==> src/rtl/mem_port_arbiter_pkg.sv <==
// Shared definitions for the fetch/data memory port arbiter.
// Response FSM encoding and starvation counter sizing.
package mem_port_arbiter_pkg;

  typedef enum logic [1:0] {
    IDLE   = 2'b00,
    RESP_I = 2'b01,
    RESP_D = 2'b10
  } resp_state_e;

  localparam int STARVE_LIMIT_DEF = 4;
  localparam int CNT_W            = 4;

  localparam logic [CNT_W-1:0] CNT_MAX = '1;

endpackage

==> src/rtl/mem_port_arbiter_starve_counter.sv <==
// Saturating up-counter with clear, used to track fetch starvation.
// Clear wins over increment; the count sticks at its maximum.
module starve_counter
  import mem_port_arbiter_pkg::*;
(
  input  logic             clk,
  input  logic             rst,
  input  logic             inc,
  input  logic             clr,
  output logic [CNT_W-1:0] cnt
);

  // count consecutive losing cycles, saturating at the top value
  always_ff @(posedge clk or negedge rst) begin
    if (!rst) begin
      cnt <= '0;
    end else if (clr) begin
      cnt <= '0;
    end else if (inc && (cnt != CNT_MAX)) begin
      cnt <= cnt + 1'b1;
    end
  end

endmodule

==> src/rtl/mem_port_arbiter.sv <==
// Arbitrates a fetch port and a load/store port onto one memory.
// Data port wins by default; a starved fetch is forced through.
module mem_port_arbiter
  import mem_port_arbiter_pkg::*;
#(
  parameter int AW           = 32,
  parameter int DW           = 32,
  parameter int STARVE_LIMIT = STARVE_LIMIT_DEF
) (
  input  logic          clk,
  input  logic          rst,
  input  logic          i_req,
  input  logic [AW-1:0] i_addr,
  output logic          i_gnt,
  output logic          i_rvalid,
  output logic [DW-1:0] i_rdata,
  input  logic          d_req,
  input  logic          d_we,
  input  logic [AW-1:0] d_addr,
  input  logic [DW-1:0] d_wdata,
  output logic          d_gnt,
  output logic          d_rvalid,
  output logic [DW-1:0] d_rdata,
  output logic          mem_en,
  output logic          mem_we,
  output logic [AW-1:0] mem_addr,
  output logic [DW-1:0] mem_wdata,
  input  logic [DW-1:0] mem_rdata
);

  localparam logic [CNT_W-1:0] LIMIT = CNT_W'(STARVE_LIMIT);

  logic [CNT_W-1:0] starve_cnt;
  logic             starved;
  logic             i_win;
  logic             d_win;
  logic             cnt_inc;
  logic             cnt_clr;

  resp_state_e state;
  resp_state_e state_nx;

  // pick the winner; reset masks grants so the bus is quiet
  always_comb begin
    starved = i_req & (starve_cnt >= LIMIT);
    i_win   = rst & i_req & (~d_req | starved);
    d_win   = rst & d_req & ~i_win;
  end

  assign i_gnt = i_win;
  assign d_gnt = d_win;

  // steer the granted port onto the shared memory bus
  always_comb begin
    mem_en    = i_win | d_win;
    mem_we    = d_win & d_we;
    mem_addr  = '0;
    mem_wdata = '0;
    if (i_win) begin
      mem_addr = i_addr;
    end else if (d_win) begin
      mem_addr = d_addr;
    end
    if (mem_we) begin
      mem_wdata = d_wdata;
    end
  end

  assign cnt_inc = i_req & ~i_win;
  assign cnt_clr = ~cnt_inc;

  starve_counter u_starve (
    .clk (clk),
    .rst (rst),
    .inc (cnt_inc),
    .clr (cnt_clr),
    .cnt (starve_cnt)
  );

  // response state register
  always_ff @(posedge clk or negedge rst) begin
    if (!rst) begin
      state <= IDLE;
    end else begin
      state <= state_nx;
    end
  end

  // next response state and read-data routing
  always_comb begin
    state_nx = IDLE;
    i_rvalid = 1'b0;
    i_rdata  = '0;
    d_rvalid = 1'b0;
    d_rdata  = '0;
    unique case (1'b1)
      i_win:          state_nx = RESP_I;
      (d_win & ~d_we): state_nx = RESP_D;
      default:        state_nx = IDLE;
    endcase
    unique case (state)
      RESP_I: begin
        i_rvalid = 1'b1;
        i_rdata  = mem_rdata;
      end
      RESP_D: begin
        d_rvalid = 1'b1;
        d_rdata  = mem_rdata;
      end
      default: begin
        i_rvalid = 1'b0;
        d_rvalid = 1'b0;
      end
    endcase
  end

endmodule

==> config.mk <==
export PLATFORM = sky130hd
export DESIGN_NAME = mem_port_arbiter
export DESIGN_NICKNAME = d
export VERILOG_FILES = /design/src/rtl/mem_port_arbiter_pkg.sv /design/src/rtl/mem_port_arbiter_starve_counter.sv /design/src/rtl/mem_port_arbiter.sv
export SDC_FILE = /design/constraint.sdc
export NUM_CORES = 1
export LEC_CHECK = 0
export BUFFER_PORTS_ARGS = -buffer_cell sky130_fd_sc_hd__buf_2
export CAP_MARGIN = 15
export CORE_AREA = 2 2 104 106
export CTS_CLUSTER_SIZE = 14
export DETAILED_ROUTE_END_ITERATION = 12
export DIE_AREA = 0 0 106 108
export PLACE_DENSITY = 0.47
export SETUP_SLACK_MARGIN = 0.5
export SLEW_MARGIN = 15
export SYNTH_ARGS = -nofsm -noshare
export SYNTH_HDL_FRONTEND = slang
export SYNTH_HIERARCHICAL = 1
export SYNTH_SLANG_ARGS = --single-unit
export TNS_END_PERCENT = 50
==> constraint.sdc <==
create_clock -name clk -period 2 [get_ports clk]
set_input_delay 0.4 -clock clk [delete_from_list [all_inputs] [get_ports clk]]
set_output_delay 0.4 -clock clk [all_outputs]
set_load 0.01 [all_outputs]
==> impl_summary.md, run 1 <==
Synthesis
Sorting the synthesized cells by area gives the leading types as and2_1 30%, a22o_1 21%, and3_1 15%, dfrtp_1 11%, buf_6 3.3%. The cell area that synthesis handed to floorplanning was 1360 µm². Of all cell types, the one taking the most synthesized area is and2_1.

The number of enable-type register cells in the synthesized netlist is 0. The number of nets produced by synthesis is 315. The share of the Yosys chip area taken by registers is 11.0%.

Averaged over all synthesized cells, the footprint is 7.53 µm². The post-synthesis register bit count is 6. The proportion of synthesized flip-flops having asynchronous set or reset is 100%.

The area share of the largest cell type after synthesis is 29.8%. Synthesis instantiated 27 different standard cells from the library. Yosys printed 6 warnings. The most used flip-flop cell after synthesis is dfrtp_1.

Synthesis produced 181 cells.

Floorplan
The vertical die dimension is 108 µm. The overall die width is 106 µm. The die covers 11400 µm².

The core footprint is 10200 µm². Once the floorplan was initialized, standard cells occupied 13.3% of the core. The cell row count is 37. For this design the top-level I/O count stands at 267.

Worst setup path
By startpoint and endpoint, the worst setup path is classified as reg2out. Walking the worst path, the cells encountered are buf_4, nor2_4, a21oi_4, buf_12, a22o_1, buf_2. The startpoint type of the worst setup path is a register.

The nature of the critical path endpoint is an output port. Along the worst path, the maximum fanout reaches 33. The data arrival at the endpoint of the critical path is 1.57 ns.

The delay of the slowest critical-path stage is 0.40 ns. The slowest stage of the critical path belongs to the cell dfrtp_1. The critical path required time is 1.60 ns.

Timing
Setup repair after global routing could not meet its margin everywhere. The final number of max-transition violations is 0. The final period utilization is 98.3%. At the pin with the least slew margin, the transition time is 0.497 ns. The final-report hold violation count came to 0. Setup violations remaining at the end of the flow were counted as 0. Across the routed clock network, the largest skew measured is 0.000289 ns. The worst pin sits at a relative slew slack of 66.9%. The fmax is 0.508 GHz.

The clock period minus worst slack is 1.97 ns.

Power
The analysis attributes to cell leakage a power of 2.25 nW. The design draws 0.945 mW. The worst-case IR drop observed on VDD is 139 µV. For this design the ratio of total power to cell area is 238 nW/µm².

Cells and area
Leaving out fill and tap cells, the most frequent cell in the layout is buf_2. The count of cells in the finished layout, fillers not included, comes to 592. Cells with a size suffix above 1 make up 83.3% of the layout. The number of antenna diodes is 0.

The final layout contains 592 nets. From synthesis to final layout, the design area changed by 191%. With fillers left out, the area of the finished cells amounts to 3960 µm². The library cells used most frequently in the layout, excluding fill and tap cells, are 183 x buf_2, 88 x buf_6, 63 x and2_4.

Placed design
The final weighted congestion in routability-driven placement is 0.808. The number of placed instances, taps included, is 569. The half-perimeter wire length after placement is 6.74 mm. Buffers placed on the I/O ports in this run total 266. In this run the cell area measured after placement is 2810 µm².

Global route
The total routing resource utilization after global routing is 13.4%. The via count of the first global-routing pass is 2364. For this run the aggregate overflow at the end of global routing stands at 0. The initial antenna violation count is 0. Entering global routing, the biggest net connects 35 pins. The global-route wire length before repair is 12.1 mm.

CTS
TritonCTS built the clock tree. The clock reaches the later pin of the worst-skew pair after 0.22 ns. After clock tree synthesis, the clock-pin slew on the worst setup and hold paths is 0.04 ns. CTS built an H-tree with a depth of 1.

The master cell of the clock root buffer is clkbuf_8. The CTS buffer count is 3. The maximum buffer depth of the clock tree is 2. The clock net in this run drives a total of 6 sinks.

Worst hold path
The min-delay analysis places its worst path in the category in2async.

Detailed routing
Detailed routing inserted a total of 2584 vias. The average wire per cell in the routed design is 17.0 µm. The DRC violation count after routing is 0. Once detail routing completed, the nets flagged for antenna violations numbered 0. The number of vias per cell is 4.36. The final layout contains routed wiring with a total length of 10.1 mm. The first detailed-routing pass took 4 iterations. After the first detailed-routing iteration, the DRC count stood at 118.

Flow run
The max-cap violation count is 0.

Status
The run finished with clean final reports.
[report_power, final]
group,switching [mW],internal (mW)
Sequential,0.00502,0.127
Combinational,0.264,0.367
Clock,0.0530,0.129
[critical path: cells and delay by family, from the launching register on]
family,cells,cell delay (ns)
buffers and inverters,3,0.46
DFF,1,0.40
AOI/OAI and AO/OA,2,0.34
and+or+nand+nor,1,0.12
[layout make-up]
class                      instances  area, µm²
timing repair buffer             291       2260
sequential                         6        150
clock buffer                       3       41.3
fill                            1022       6270
tap                              136        170
multi-input combinational        156       1350
[flip-flops by register name (all words and copies together), names as in the netlist]
signal        cells
state             2
u_starve/cnt      4
[worst paths after layout]
path | depth (start not counted) | to | start | slack (ns)
max in group asynchronous | 2 | state[0] | rst | 1.77
worst min-delay path | 2 | u_starve/cnt[3] | rst | 0.12
min in group clk | 2 | state[0] | d_req | 0.43
worst max-delay path | 6 | mem_addr[8] | u_starve/cnt[2] | 0.03
worst min register to register | 2 | u_starve/cnt[1] | u_starve/cnt[1] | 0.58
worst max register to register | 6 | u_starve/cnt[0] | u_starve/cnt[2] | 0.34
[logic make-up after synthesis]
kind of cell	synth area share, %
compound gates	23.8
mux	1.84
buf+inv	8.54
simple gates	53.9
fa+ha+maj	0.918
flops	11.0
[synth_stat cells, types with 2 or more instances]
library cell and count:
and2_1 65, a22o_1 32, and3_1 32, clkbuf_1 9, dfrtp_1 6, nor2b_1 5, buf_6 4, buf_2 3
buf_4 3, a21oi_1 2, and3_4 2, nand2b_1 2, nor2_1 2
[layer usage]
layer | vias up | wire length (µm) | global-route usage (%)
met3 | 4 | 841 | 2.17
met1 | 1206 | 3700 | 14.2
li1 | 1194 | - | -
met4 | 0 | 56 | 2.54
met2 | 180 | 5470 | 27.6
met5 | - | 0 | 0
[metrics by stage]
step | worst slack [ns] | hold WS, ns | TNS [ns] | util, %
CTS | 0.00668 | 0.112 | 0 | 30.2
finish | 0.0330 | 0.118 | 0 | 38.7
floorplan | 0.463 | 0.104 | 0 | -
detailed placement | 0.188 | 0.351 | 0 | 27.5
global route | -0.0251 | 0.134 | -0.189 | 38.7
global placement | 0.230 | 0.346 | 0 | 27.5
[what timing repair did]
| item | in CTS | in global routing |
|---|---|---|
| setup endpoints to repair | 136 | 137 |
| gates cloned | 6 | 5 |
| pin swaps | 3 | 71 |
| setup buffers | 8 | 1 |
| hold buffers | 0 | 0 |
| resized for setup | 16 | 172 |
No activity file was read; power rests on OpenSTA's default activity.
==> run 2, diff against run 1 <==
- ABC_AREA: unset -> 1
- MAX_ROUTING_LAYER: unset -> met4
- PLACE_DENSITY: 0.47 -> 0.48
- SYNTH_HIERARCHICAL: 1 -> unset
==> run 2 against run 1 <==
Effect of this change:
- die area stayed put
- area after synthesis up 11%
- total power decreased by 1.7%
- non-clock buffer count shrank 5
- sequential share of layout area increased by 0.28 points
- wire length down 14%
==> impl_summary.md, run 2 <==
Worst setup path
The worst setup path startpoint is u_starve.cnt[3]. The worst setup path is launched from a register. The critical path's top delay family is buffers and inverters. The path depth of the worst reg2reg path is 7. The end of the worst register-to-register path is state[0]. The slowest stage of the critical path belongs to the cell dfrtp_1. The critical path endpoint is mem_addr[18].

The worst register-to-register path begins at u_starve.cnt[3]. The critical path contains buffers and inverters numbering 4 combined. The reg-to-reg setup timing slack is 0.72 ns.

The critical path crosses 9 cells after its start point. Along the worst path, the maximum fanout reaches 8. The delay of the slowest critical-path stage is 0.38 ns. The critical path required time is 1.60 ns. The nature of the critical path endpoint is an output port. STA puts the critical path data arrival time at 1.50 ns. Traced cell by cell, the critical path runs through nor2_2, nand2_2, nand2_4, buf_6, buf_16, inv_16, nand2_4, nand2_2, buf_6. By startpoint and endpoint, the worst setup path is classified as reg2out.

Cells and area
The library cells used most frequently in the layout, excluding fill and tap cells, are 246 x buf_2, 79 x nor2_1, 73 x inv_1. For this run, the post-layout net count is 740. The register with the most flip-flops in the layout has 4 of them. The largest registers in the layout are u_starve.cnt x4, state x2. The number of filler instances in the final layout is 1114.

For this run, the share of the core covered by cells in the final layout is 36.1%. The area growth from synthesis to final layout is 145%. Summing all multi-input logic gate instances after layout gives 1200 µm². Leaving out fill and tap cells, the most frequent cell in the layout is buf_2.

The final instance area is 3690 µm². u_starve.cnt holds more flip-flops than any other register. The fraction of final layout cells sized beyond drive strength 1 is 60.6%. The post-route non-filler standard cell count is 741. The area occupied by registers is 150 µm².

Timing
The setup clock skew after layout is 0.00117 ns. The final number of max-transition violations is 0. Setup slack on the critical path of the routed design comes to 0.102 ns. Setup repair after global routing could not meet its margin everywhere. The final period utilization is 94.9%.

The final-report hold violation count is 0. The final number of setup-violating endpoints is 0. In the final timing run, aggregate negative setup slack is 0 ns. The clock period minus worst slack is 1.90 ns. The normalized max-slew margin is 77.9%. At the pin with the least slew margin, the transition time is 0.332 ns.

The fmax is 0.527 GHz.

Power
The leakage power summed over all cells is 2.62 nW. IR analysis of the VDD net gives a maximum drop of 129 µV. For this design the ratio of total power to cell area is 252 nW/µm².

Global route
The overflow left after global routing is 0. The first global-routing pass estimated 12.6 mm of wire. The initial antenna violation count is 1.

The total routing resource utilization after global routing is 14.0%. The largest net degree at the start of global routing is 34. The via count of the first global-routing pass is 2763.

Placed design
The final weighted congestion in routability-driven placement is 0.722. Once placement completed, the tool counted placed cells totaling 719. The number of buffer cells added on primary ports is 266. The post-placement setup slack is 0.131 ns. After detailed placement, the total cell area comes to 3000 µm². The half-perimeter wire length after placement is 6.32 mm.

CTS
The CTS clock-pin slew for the worst setup and hold paths is 0.03 ns. Clock tree synthesis inserted a total of 3 buffers. TritonCTS built the clock tree. The hold buffer count at cts is 0. The maximum buffer depth of the clock tree is 2. The number of clock sinks is 6. The H-tree depth reported by CTS is 1. The cell sitting at the root of the clock tree is a clkbuf_8. The later pin in the worst-skew pair is clocked with a latency of 0.22 ns.

Floorplan
The I/O pin count is 267. The cell row count is 37. For this configuration, the core starts out at a cell density of 14.7%. The vertical die dimension is 108 µm.

The die covers 11400 µm². After floorplanning, the core was sized to cover 10200 µm². The overall die width is 106 µm.

Detailed routing
The overall via count from detail_route is 2945. The detailed route wirelength on metal3 is 762 µm. The detailed-router iteration count before antenna repair is 8. In the routed design, unresolved DRC markers number 0.

The number of design-rule violations left by the first detailed-router iteration is 112. In the final routed layout, each cell accounts on average for 11.6 µm. The post-detailed-routing wire length is 8.63 mm.

The met1 layer wirelength in the final routing is 2.99 mm. The highest layer touched by signal routing is met4. In the detailed route, the total length drawn on met2 is 4.74 mm.

Once detail routing completed, the nets flagged for antenna violations numbered 0. The number of vias per cell is 3.97.

Synthesis
Sequential elements use 9.96% of the synthesized area. The most used flip-flop cell after synthesis is dfrtp_1. The biggest area contributor in the post-synthesis netlist is nor2_1. After synthesis, the share of flip-flops with an asynchronous set or reset is 100%. The synthesized netlist occupies a cell area of 1510 µm².

The per-instance average area after synthesis is 4.61 µm². Counting distinct cell types in the post-synthesis netlist gives 16. After synthesis, the cell types taking the most area are nor2_1 24%, nand2_1 20%, inv_1 18%, nand3_1 12%, dfrtp_1 10%.

The post-synthesis register bit count is 6. Yosys instantiated no cell more often than nor2_1. The commonest cells after synthesis are 95 x nor2_1, 82 x nand2_1, 74 x inv_1. Synthesis produced 327 cells. The number of warning messages in the yosys log is 0. Counting flops with a built-in enable in the synthesized netlist gives 0. The number of nets produced by synthesis is 461. The synthesized design devotes to its leading area cell type 23.7% of total area.

Status
The run finished with clean final reports.

Worst hold path
In this run the worst hold path is classified as in2async.

Flow run
The tool flagged a number of max-cap violations equal to 0.
[run 2: cell count changes in the layout (fill, tap and decap cells not counted), moves of 27 or more]
cell | previous run | this run
buf_2 | 183 | 246
a22o_1 | 32 | 0
buf_6 | 88 | 22
and2_4 | 63 | 0
inv_1 | 0 | 73
nand3_1 | 0 | 35
nand2_1 | 1 | 42
nand2_2 | 0 | 27
nor2_1 | 1 | 79
[run 2: layout make-up]
cell class | count | share of cell area (%)
well taps | 136 | 4.61
inverters | 76 | 8.16
repair inverters | 6 | 2.34
multi-input cells | 227 | 32.6
repair buffers | 286 | 47.0
flip-flops and latches | 6 | 4.07
clock buffers | 3 | 1.12
diodes | 1 | 0.0678
[run 2: cell families (layout without fill, tap and decap cells)]
logic type               Yosys count  in the layout  share of synthesized area (%)
adder cells (fa/ha/maj)            1              1                          0.830
flip-flops                         6              6                           9.96
AND/OR/NAND/NOR                  225            225                           62.2
AO/OA/AOI/OAI                      1              1                          0.332
other                              0              1                              0
buffers and inverters             94            371                           26.7
[run 2: worst min path at each step]
| stage | startpoint | end | slack [ns] |
|---|---|---|---|
| after CTS | rst | u_starve.cnt[2] | 0.1 |
| after floorplan | rst | state[0] | 0.10 |
| after global placement | rst | u_starve.cnt[2] | 0.32 |
| final | rst | u_starve.cnt[2] | 0.1 |
| after detailed placement | rst | u_starve.cnt[2] | 0.33 |
| after global routing | rst | u_starve.cnt[2] | 0.1 |
[run 2: timing repair]
| item | 4_1_cts | 5_1_grt |
|---|---|---|
| endpoints found under the setup margin | 133 | 134 |
| setup buffers | 9 | 1 |
| pin swaps | 2 | 15 |
| gates resized for setup | 75 | 51 |
| cloned | 8 | 0 |
[run 2: worst reg2reg max path, stage by stage, from the launching register on]
cell and delay (ns):
dfrtp_1 0.38, nor2_2 0.12, nand2_2 0.07, nand2_4 0.09
buf_6 0.11, buf_16 0.20, inv_16 0.08, buf_4 0.13
[run 2: report_power, final]
| group | leakage [nW] | total [mW] | switching (mW) | internal, mW |
|---|---|---|---|---|
| clock | 0.0216 | 0.174 | 0.0455 | 0.129 |
| sequential | 0.0807 | 0.134 | 0.00578 | 0.129 |
| combinational | 2.52 | 0.621 | 0.326 | 0.294 |
| total | 2.62 | 0.929 | 0.378 | 0.552 |
[run 2: stage by stage]
| step | hold WS (ns) | power, mW |
|---|---|---|
| after floorplan | 0.104 | 0.361 |
| after global placement | 0.324 | 0.619 |
| after detailed placement | 0.332 | 0.622 |
| after CTS | 0.0991 | 0.893 |
| after global routing | 0.100 | 1.01 |
| final | 0.0986 | 0.929 |
[run 2: metal layers]
layer / up-vias / track usage (%)
met1: 1259 / 13.3
met3: 12 / 2.05
met2: 188 / 29.4
li1: 1486 / -
met5: - / -
met4: 0 / 3.38
